==> src/rtl/fifo_ser_pkg.sv <==
// Shared widths and FSM state encoding for the FIFO word serializer.
package fifo_ser_pkg;

  localparam int DEF_DATA_W = 32;
  localparam int DEF_BYTE_W = 8;
  localparam int WCNT_W     = 16;

  typedef enum logic [1:0] {
    IDLE = 2'd0,
    REQ  = 2'd1,
    LOAD = 2'd2,
    SEND = 2'd3
  } ser_state_t;

  // Symbol index width; a one-symbol word still gets a 1-bit index.
  function automatic int idx_width(input int nsym);
    return (nsym > 1) ? $clog2(nsym) : 1;
  endfunction

endpackage

==> src/rtl/fifo_word_serializer_byte_shifter.sv <==
// Holds one FIFO word and presents the symbol selected by a running index.
// Latency: load/shift take effect on the next edge; dout is a pure mux of registered state.
module byte_shifter
  import fifo_ser_pkg::*;
#(
  parameter int DATA_W    = DEF_DATA_W,
  parameter int BYTE_W    = DEF_BYTE_W,
  parameter bit MSB_FIRST = 1'b1
) (
  input  logic              clk,
  input  logic              rst_n,
  input  logic              load,
  input  logic              shift,
  input  logic [DATA_W-1:0] din,
  output logic [BYTE_W-1:0] dout,
  output logic              last
);

  localparam int NSYM  = DATA_W / BYTE_W;
  localparam int IDX_W = idx_width(NSYM);

  logic [DATA_W-1:0] sreg;
  logic [IDX_W-1:0]  idx;

  always_ff @(posedge clk or negedge rst_n) begin
    if (!rst_n) begin
      sreg <= '0;
      idx  <= '0;
    end else if (load) begin
      sreg <= din;
      idx  <= '0;
    end else if (shift) begin
      idx  <= idx + 1'b1;
    end
  end

  assign last = (idx == IDX_W'(NSYM - 1));

  // The index never passes NSYM-1: the FSM does not shift on the last symbol.
  always_comb begin
    if (MSB_FIRST) dout = sreg[(NSYM - 1 - int'(idx)) * BYTE_W +: BYTE_W];
    else           dout = sreg[int'(idx) * BYTE_W +: BYTE_W];
  end

endmodule

==> src/rtl/fifo_word_serializer.sv <==
// Pops words from a show-ahead-less FIFO and streams them out as BYTE_W symbols.
// Latency: 3 cycles empty-fall to first byte_valid; byte_ready=0 or en=0 stalls the current symbol.
// Optional FIFO_SER_PARITY_EN adds byte_par, the XOR of byte_out.
module fifo_word_serializer
  import fifo_ser_pkg::*;
#(
  parameter int DATA_W    = DEF_DATA_W,
  parameter int BYTE_W    = DEF_BYTE_W,
  parameter bit MSB_FIRST = 1'b1
) (
  input  logic                clk,
  input  logic                rst_n,
  input  logic                en,
  input  logic                fifo_empty,
  input  logic [DATA_W-1:0]   fifo_data,
  output logic                fifo_rd,
  output logic [BYTE_W-1:0]   byte_out,
  output logic                byte_valid,
  input  logic                byte_ready,
  output logic                busy,
  output logic [WCNT_W-1:0]   word_count
`ifdef FIFO_SER_PARITY_EN
  ,
  output logic                byte_par
`endif
);

  ser_state_t state, state_nxt;
  logic       sh_load, sh_shift, sh_last, word_done;

  always_ff @(posedge clk or negedge rst_n) begin
    if (!rst_n) state <= IDLE;
    else        state <= state_nxt;
  end

  // en=0 freezes everything, so all strobes stay in their defaults.
  always_comb begin
    state_nxt  = state;
    fifo_rd    = 1'b0;
    byte_valid = 1'b0;
    sh_load    = 1'b0;
    sh_shift   = 1'b0;
    word_done  = 1'b0;
    if (en) begin
      case (state)
        IDLE: if (!fifo_empty) state_nxt = REQ;
        REQ: begin
          fifo_rd   = 1'b1;
          state_nxt = LOAD;
        end
        LOAD: begin
          sh_load   = 1'b1;
          state_nxt = SEND;
        end
        SEND: begin
          byte_valid = 1'b1;
          if (byte_ready) begin
            if (sh_last) begin
              word_done = 1'b1;
              state_nxt = fifo_empty ? IDLE : REQ;
            end else begin
              sh_shift = 1'b1;
            end
          end
        end
        default: state_nxt = IDLE;
      endcase
    end
  end

  assign busy = (state != IDLE);

  always_ff @(posedge clk or negedge rst_n) begin
    if (!rst_n)         word_count <= '0;
    else if (word_done) word_count <= word_count + 1'b1;
  end

  byte_shifter #(
    .DATA_W    (DATA_W),
    .BYTE_W    (BYTE_W),
    .MSB_FIRST (MSB_FIRST)
  ) u_shifter (
    .clk   (clk),
    .rst_n (rst_n),
    .load  (sh_load),
    .shift (sh_shift),
    .din   (fifo_data),
    .dout  (byte_out),
    .last  (sh_last)
  );

`ifdef FIFO_SER_PARITY_EN
  // byte_out comes straight off the shift register, so parity is aligned with it.
  assign byte_par = ^byte_out;
`endif

endmodule

==> config.mk <==
export PLATFORM = sky130hd
export DESIGN_NAME = fifo_word_serializer
export DESIGN_NICKNAME = d
export VERILOG_FILES = /design/src/rtl/fifo_ser_pkg.sv /design/src/rtl/fifo_word_serializer_byte_shifter.sv /design/src/rtl/fifo_word_serializer.sv
export SDC_FILE = /design/constraint.sdc
export NUM_CORES = 1
export LEC_CHECK = 0
export CAP_MARGIN = 20
export CORE_MARGIN = 2
export CORE_UTILIZATION = 52
export CTS_CLUSTER_DIAMETER = 100
export DETAILED_ROUTE_END_ITERATION = 12
export PLACE_DENSITY_LB_ADDON = 0.15
export SETUP_SLACK_MARGIN = 0.3
export SLEW_MARGIN = 0
export SYNTH_ARGS = -nofsm -noshare
export SYNTH_HDL_FRONTEND = slang
export SYNTH_HIERARCHICAL = 1
export SYNTH_SLANG_ARGS = --single-unit
export TNS_END_PERCENT = 10
==> constraint.sdc <==
create_clock -name clk -period 3.7 [get_ports clk]
set_clock_uncertainty 0.2 [all_clocks]
set_input_delay 0.555 -clock clk [delete_from_list [all_inputs] [get_ports clk]]
set_output_delay 0.555 -clock clk [all_outputs]
set_load 0.05 [all_outputs]
---- Word-level counts from Yosys, hierarchy flattened ----
Index checks and enable logic that the tools add are counted.
cells by class
  $add $sub $neg .......................... 3
  reductions and logical operators ........ 4
  shifts and indexed selects .............. 1
  mux-type cells .......................... 21
  equal/unequal tests ..................... 7
operator list
  kind                                             number
  variable part select 32 x 32 -> 8 bit            1
  adder 16 x 1 -> 16 bit, second input constant    1
  2-to-1 mux 1 bit                                 15
  2-to-1 mux 2 bit                                 5
  one-hot mux 2 bit (4 select lines)               1
  == test 2 bit, second input constant             3
  != test 2 bit, second input constant             3
  AND reduction 4 bit                              1
  nonzero test 2 bit                               2
  subtractor 2 x 2 -> 3 bit, first input constant  1
  adder 2 x 1 -> 2 bit, second input constant      1
  == test 2 x 1 -> 1 bit, second input constant    1
  logical NOT 2 bit                                1
storage, ports and cells
  output and inout port bits .............. 27
  register bits ........................... 52
  input port bits ......................... 37
  word-level logic and storage cells ...... 40

---- Logic depth before layout (Yosys ltp) ----
  depth after elaboration ................. 7
  mapped depth ............................ 7
  mapped depth without buffers ............ 5

---- By module ----
The synthesis kept the hierarchy.
by module, submodules not included
  module                instances  area an instance (sq um)  seq. area each (sq um)  cells an instance
  byte_shifter          1          1485.2                    850.8                   85
  fifo_word_serializer  1          972.2                     450.4                   88

---- Least setup slack after synthesis ----
OpenSTA, ideal clock, no wires.
  path kind ............................... reg-to-reg
  from .................................... register word_count[0]
  to ...................................... register word_count[14]
  slack ................................... 1.721 ns
  required time ........................... 3.420 ns
  data arrival time ....................... 1.700 ns
  path buffers ............................ 0
  cell stages (with the launch flop) ...... 6
  clock period less this slack ............ 1.979 ns
  library setup time ...................... 0.080 ns
  cell sequence ........................... dfrtp_1 > ha_1 > nand2_1 > or3_1 > nor3_1 > xnor2_1
between the ends
  word-level cells in the longest chain between the ends .. 1
ends and longest elaborated chain
  element                 line                        RTL
  from (decl)             fifo_word_serializer.sv:21  output logic [WCNT_W-1:0] word_count
  from (signal assigned)  fifo_word_serializer.sv:75  else if (word_done) word_count <= word_count + 1'b1;
  adder 16 x 1 -> 16 bit  fifo_word_serializer.sv:75
Every way passes these cells.
A chain may end at the register's enable or synchronous reset.

---- Worst setup path after layout ----
  from .................................... register u_shifter.idx[0]
  to ...................................... output byte_out[6]
between the ends
  word-level cells in the longest chain between the ends .. 2
ends and longest elaborated chain
  element                                line                                     RTL
  from (decl)                            fifo_word_serializer_byte_shifter.sv:23  logic [IDX_W-1:0] idx;
  from (signal assigned)                 fifo_word_serializer_byte_shifter.sv:33  idx <= idx + 1'b1;
  subtractor 2 x 2 -> 3 bit              fifo_word_serializer_byte_shifter.sv:41  if (MSB_FIRST) dout = sreg[(NSYM - 1 - int'(idx)) * BYTE_W +: BYTE_W];
  variable part select 32 x 32 -> 8 bit  fifo_word_serializer_byte_shifter.sv:41
  to (decl)                              fifo_word_serializer.sv:17               output logic [BYTE_W-1:0] byte_out,
Every way passes these cells.

==> impl_metrics.py <==
metrics = {
    "job": {
        "cap_viol_max_count": 0,
    },
    "timing": {
        "setup_ws_ns": 0.625,
        "slew_headroom_pct": 60.9,
        "layout_min_cycle_time_ns": 3.08,
        "finalSetupViolCount": 0,
        "worst_hold_slack_ns": 0.282,
        "finalMaxSlewViolations": 0,
        "tightestPinTransition_ns": 0.586,
        "rsz0062_at_grt": "no",
        "fmax_mhz": 325,
        "hold_viol": 0,
        "tns_ns": 0,
        "layout_worst_path_cycle_share_pct": 83.1,
    },
    "synth": {
        "yosysSeqAreaShare_pct": 53.0,
        "yosys_warnings": 6,
        "synth_area_mm2": 0.00246,
        "synth_top_area_share_pct": 53.0,
        "yosysTopAreaCell": "dfrtp_1",
        "synth_edf_count": 0,
        "syn_nets": 217,
        "synth_cell_types": 26,
        "ys.flop_type": "dfrtp_1",
        "netlist_instances": 173,
        "ys_seq_elements": 52,
        "synth_area_per_cell_um2": 14.2,
        "synth_top_cells_by_area": "dfrtp_1, mux2_2, mux4_2",
        "synth_most_common_cell": "dfrtp_1",
        "yosys-top-cells-count": "dfrtp_1, mux2_2, nand2_1, xor2_1",
        "async_flop_share_pct": 100,
    },
    "power": {
        "powerDensity_mw_per_mm2": 746,
        "combPwrFrac_pct": 45.9,
        "ir_drop_mv": 0.468,
        "p_sw_mw": 0.890,
        "seqPwrFrac_pct": 38.4,
        "swShare_pct": 37.1,
        "leakage_nw": 1.40,
        "design_power_total_mw": 2.40,
        "p_int_mw": 1.51,
        "p_clk_share_pct": 15.6,
    },
    "cts": {
        "h-tree-depth": 2,
        "post_cts_resized": 0,
        "cts_sinks": 52,
        "cts-root-buf": "clkbuf_8",
        "cts_made_buffers": 5,
        "cts_setup_buffers": 0,
        "worst_skew_pair.late_latency_ns": 0.29,
        "tritoncts": "yes",
        "clock_path_buffers": 2,
        "clk_pin_slew_ns": 0.09,
    },
    "die": {
        "rows": 25,
        "die_y_um": 72.7,
        "die_w_um": 72.7,
        "die_area_mm2": 0.00529,
        "fp.coreArea_mm2": 0.00463,
        "initial_core_util_pct": 53.1,
        "ios": 64,
    },
    "setup_path": {
        "reg2regPathDepth": 5,
        "crit_fanout": 10,
        "crit_slowest_cell": "dfrtp_1",
        "cp_num_cells": 2,
        "cp_slowest_stage_delay_ns": 0.72,
        "rr_endpoint": "word_count[10]",
        "rrSetupSlack_ns": 1.23,
        "timing.rr.start": "u_shifter/idx[0]",
        "cp_top_family": "flip-flops",
        "path_cells": "mux4_2, clkdlybuf4s50_1",
        "cp-end-kind": "output port",
        "arrival_ns": 2.32,
        "critPathRequiredTime_ns": 2.94,
        "path_class": "reg2out",
        "cp.buffers_inverters": 1,
        "cp-start-kind": "flip-flop",
    },
    "global_routing": {
        "use_met1_pct": 22.8,
        "antenna_found_initial": 0,
        "gr-usage-met2_pct": 32.3,
        "grtUsageMet3_pct": 4.28,
        "grt_pass1_wl_um": 7490,
        "overflow": 0,
        "grt_max_degree": 53,
        "grt_pass1_vias": 1593,
        "busiest_layer": "met2",
        "grt.total_usage_pct": 18.4,
    },
    "min_path": {
        "whs_path_depth": 1,
        "min_from": "word_count[15]",
        "hold_path.class": "reg2reg",
        "worstHoldEndpoint": "word_count[15]",
    },
    "status": {
        "status": "complete, no violations",
    },
    "finish": {
        "num_antenna_cells": 0,
        "design_area_mm2": 0.00322,
        "fillCellCount": 325,
        "final_nets": 282,
        "finish.utilization_pct": 69.5,
        "fin_cells": 293,
        "area_growth_pct": 31.0,
        "final_layout_size_suffix_gt1_share_pct": 23.0,
    },
    "placement": {
        "place_hpwl_um": 3460,
        "dpl.cell_count": 283,
        "port_buffers": 63,
        "gp_routability_congestion": 0.874,
        "pre_cts_ws_ns": 0.900,
        "placed_cell_area_mm2": 0.00308,
    },
    "routing": {
        "first_pass_iters": 4,
        "viasPerCell": 5.32,
        "drt_wl_total_um": 4720,
        "drt_iter0_markers": 55,
        "wl_per_cell_um": 16.1,
        "vias": 1560,
        "detail-route-antenna-nets": 0,
        "drc": 0,
    },
}
==> logic make-up (layout without fill, tap and decap cells) <==
logic type	count (synthesis)	after routing	share of synthesized area, %
flops	52	52	53.0
mux	43	43	23.3
simple gates	36	36	9.06
xor+xnor	16	16	5.70
buf+inv	16	82	4.38
fa+ha+maj	7	7	3.56
compound gates	3	3	1.02
==> worst max-delay path by stage <==
stage | end | startpoint
4_1_cts | byte_out[0] | u_shifter/idx[0]
3_3_place_gp | byte_out[1] | u_shifter/idx[0]
3_5_place_dp | byte_out[0] | u_shifter/idx[0]
2_1_floorplan | word_count[14] | word_count[0]
5_1_grt | byte_out[0] | u_shifter/idx[0]
6_report | byte_out[6] | u_shifter/idx[0]
==> sequential cells by signal (all words and copies together) (netlist names) <==
signal and flops:
u_shifter/sreg 32, u_shifter/idx 2, state 2, word_count 16
==> placed cells by master (no fill, tap or decap), types with 2 or more instances in the layout <==
master and count:
inv_1 8, and4_1 3, xnor2_1 7, mux4_2 8, dfrtp_1 52, nand4_1 2, ha_1 7, clkbuf_8 5
o31ai_1 2, xor2_1 9, nor2_1 5, nand2_1 9, and2_1 3, mux2_2 34, nor4_1 4, clkdlybuf4s50_1 62
nor3_1 3
==> timing repair <==
item | 4_1_cts | 5_1_grt
endpoints found under the setup margin | 0 | 0
hold buffers | 0 | 1
hold endpoints to repair | 0 | 14
==> layer usage <==
layer | up-vias | part of all wire [%]
li1 | 737 | -
met1 | 773 | 43
met2 | 45 | 51
met3 | 5 | 4.9
met4 | 0 | 0.85
met5 | - | 0
==> power by group through the flow <==
| stage | Combinational (mW) | Clock [mW] | Sequential, mW |
|---|---|---|---|
| 2_1_floorplan | 0.871 | 0 | 0.863 |
| 3_3_place_gp | 1.08 | 0 | 0.923 |
| 3_5_place_dp | 1.11 | 0 | 0.941 |
| 4_1_cts | 1.11 | 0.392 | 0.929 |
| 5_1_grt | 1.16 | 0.408 | 0.956 |
| 6_report | 1.10 | 0.375 | 0.923 |
==> area by class of cell <==
| cell class | count | area (µm²) | share of cell area [%] |
|---|---|---|---|
| Clock buffer | 6 | 72.6 | 2.26 |
| Clock inverter | 2 | 35.0 | 1.09 |
| Inverter | 8 | 30.0 | 0.933 |
| Multi-Input combinational cell | 105 | 1050 | 32.6 |
| Sequential cell | 52 | 1300 | 40.4 |
| Tap cell | 54 | 67.6 | 2.10 |
| Timing Repair Buffer | 66 | 663 | 20.6 |
(Power assumes the default switching activity.)
==> edit (same settings) <==
`WCNT_W`: 16 -> 32.
--- a/src/rtl/fifo_ser_pkg.sv
+++ b/src/rtl/fifo_ser_pkg.sv
@@ -3,7 +3,7 @@
 
   localparam int DEF_DATA_W = 32;
   localparam int DEF_BYTE_W = 8;
-  localparam int WCNT_W     = 16;
+  localparam int WCNT_W     = 32;
 
   typedef enum logic [1:0] {
     IDLE = 2'd0,
Interface: changed (resized word_count); port bits go from 64 to 80. The function was not compared with the original's and may differ.
==> edit against the original RTL <==
  * Sequential cell count increased by 16
  * Count of clock-buffer cells in the layout increased by 8
  * Cell area increased by 31%
  * Cell count increased by 37%
  * Area after synthesis increased by 30%
  * Fmax decreased by 0.57%
  * Total power increased by 16%
  * Non-clock buffer count increased by 17
  * Worst setup slack got worse by 0.018 ns
  * Wire length increased by 30%
  * Critical endpoint is now byte_out[0]
==> edit: results (changes against the original RTL) <==
stage,metric,value,unit,change
place,hpwlAfterDp,4.510,mm,+30%
power_and_ir_drop,leakagePower,0.001790,uW,+28%
place,port-buffer-count,79,,+25%
logic_synthesis,ys.warnings.count,6,,unchanged
sta,finalCriticalPeriod,3.093,ns,+0.01777 ns
global_routing,grt_start_max_net_pins,35,,-34%
detailed_routing,drt_pass1_iterations,4,,unchanged
cts,cts_root_buf,clkbuf_8,,
cts,clk_latency,0.33,ns,+0.04 ns
cts,htree_levels,3,,+1
critical_path,rr_endpoint,word_count[29]$_DFFE_PN0P_,,
critical_path,crit_slowest_cell,dfrtp_1,,
cts,cts_hold_buf,1,,+1
detailed_routing,vias,2182,,+40%
place,dpl_worst_slack,0.8864,ns,-0.01396 ns
critical_path,path_max_fanout,10,,unchanged
critical_path,crit_path_start,u_shifter/idx[0]$_DFFE_PN0P_,,
layout,fill_cells,445,,+37%
cts,clk_pin_slew_worst_paths,0.07,ns,-0.02 ns
layout,drive_gt1_frac,0.1902,,-0.03994
cts,cts_setup_buffers,0,,unchanged
logic_synthesis,synthTopCellsByCount,"dfrtp_1, mux2_2, xnor2_1",,
run_status,status,"finished, final reports clean",,
layout,nNetsFinal,366,,+30%
logic_synthesis,synthTopCellsByArea,"dfrtp_1, mux2_2, xnor2_1",,
logic_synthesis,syn_nets,281,,+29%
sta,tightestPinTransition,0.8229,ns,+0.2366 ns
critical_path,crit_end,byte_out[0],,
cts,clockBufferDepth,2,,unchanged
global_routing,grt_pass1_wl,10.33,mm,+38%
detailed_routing,wl_per_cell,15.34,microns,-4.8%
logic_synthesis,synth_cell_types,25,,-3.8%
cts,ctsResizeCount,0,,unchanged
place,gp_routability_congestion,0.7705,,-12%
global_routing,track_usage,0.2037,,+0.01947
logic_synthesis,async_flop_share,1.000,,unchanged
logic_synthesis,ys_seq_area_frac,0.5335,,+0.004011
layout,reg_top3,"u_shifter/sreg (32), word_count (32)",,
power_and_ir_drop,p_sw,974.7,uW,+9.5%
detailed_routing,drt_iter0_drc,121,,+120%
critical_path,rr_worst_depth,5,,unchanged
critical_path,cp.arrival,2.34,ns,+0.02 ns
cts,cts_buffers,9,,+4
critical_path,ff2ff_setup_slack,1.06,ns,-0.17 ns
critical_path,critPathMaxStageDelay,0.72,ns,about the same
worst_hold_path,hp-class,reg -> reg,,
power_and_ir_drop,vdd.ir_drop.worst,558.6,uV,+19%
global_routing,antenna_found_initial,0,,unchanged
-- edit: kinds of logic (layout without fill, tap and decap cells) --
group	after synthesis	count (layout)	synth area share
fa+ha+maj	7	7	0.02746
simple gates	70	70	0.1361
xor+xnor	32	32	0.08788
flops	68	68	0.5335
mux	42	42	0.1761
compound gates	3	3	0.007845
buf+inv	15	104	0.03099
-- edit: worst min-delay path by stage --
stage / startpoint / endpoint / slack (ns) / cells past startpoint
2_1_floorplan: rst_n / state[0]$_DFFE_PN0P_ / 0.06 / 0
3_3_place_gp: rst_n / u_shifter/sreg[28]$_DFFE_PN0P_ / 0.14 / 1
3_5_place_dp: rst_n / u_shifter/sreg[28]$_DFFE_PN0P_ / 0.15 / 1
4_1_cts: word_count[31]$_DFFE_PN0P_ / word_count[31]$_DFFE_PN0P_ / 0.28 / 1
5_1_grt: word_count[31]$_DFFE_PN0P_ / word_count[31]$_DFFE_PN0P_ / 0.30 / 1
6_report: word_count[31]$_DFFE_PN0P_ / word_count[31]$_DFFE_PN0P_ / 0.27 / 1
-- edit: cell type report --
type,count,area [sq um],share of cell area
clock inverters,1,5.005,0.001188
multi-input cells,154,1389,0.3297
inverters,6,22.52,0.005346
repair buffers,83,818.3,0.1942
well taps,75,93.84,0.02228
clock buffers,14,182.7,0.04336
flip-flops and latches,68,1702,0.4039
-- edit: per-layer routing --
| metal | wire length [microns] | track usage | share of wire |
|---|---|---|---|
| met1 | 2762 | 0.2723 | 0.45 |
| met2 | 2990 | 0.3234 | 0.49 |
| met3 | 312 | 0.05326 | 0.051 |
| met4 | 85 | 0.07000 | 0.014 |
| met5 | 0 | 0 | 0 |
-- edit: metrics by stage --
step                        util  instance area, sq um  hold slack (ns)  std cells  power (uW)
after global placement    0.6781                  4015           0.1442        385        2197
after detailed placement  0.6781                  4015           0.1482        385        2236
after floorplan                -                  3189          0.05941        237        1915
after global routing      0.7115                  4213           0.3019        401        2921
after CTS                 0.7115                  4213           0.2756        401        2805
final                     0.7115                  4213           0.2706        401        2774
-- edit: worst max-delay path, delay by kind of cell (launching register included) --
family,cells,cell delay [ns]
buffers and inverters,1,0.72
muxes,1,0.57
DFF,1,0.72
-- edit: power groups by stage --
| stage | sequential [uW] | clock [uW] | combinational [uW] |
|---|---|---|---|
| finish | 1100 | 566 | 1110 |
| global route | 1130 | 616 | 1170 |
| CTS | 1110 | 580 | 1120 |
| detailed placement | 1120 | 0 | 1120 |
| global placement | 1100 | 0 | 1090 |
| floorplan | 1040 | 0 | 873 |
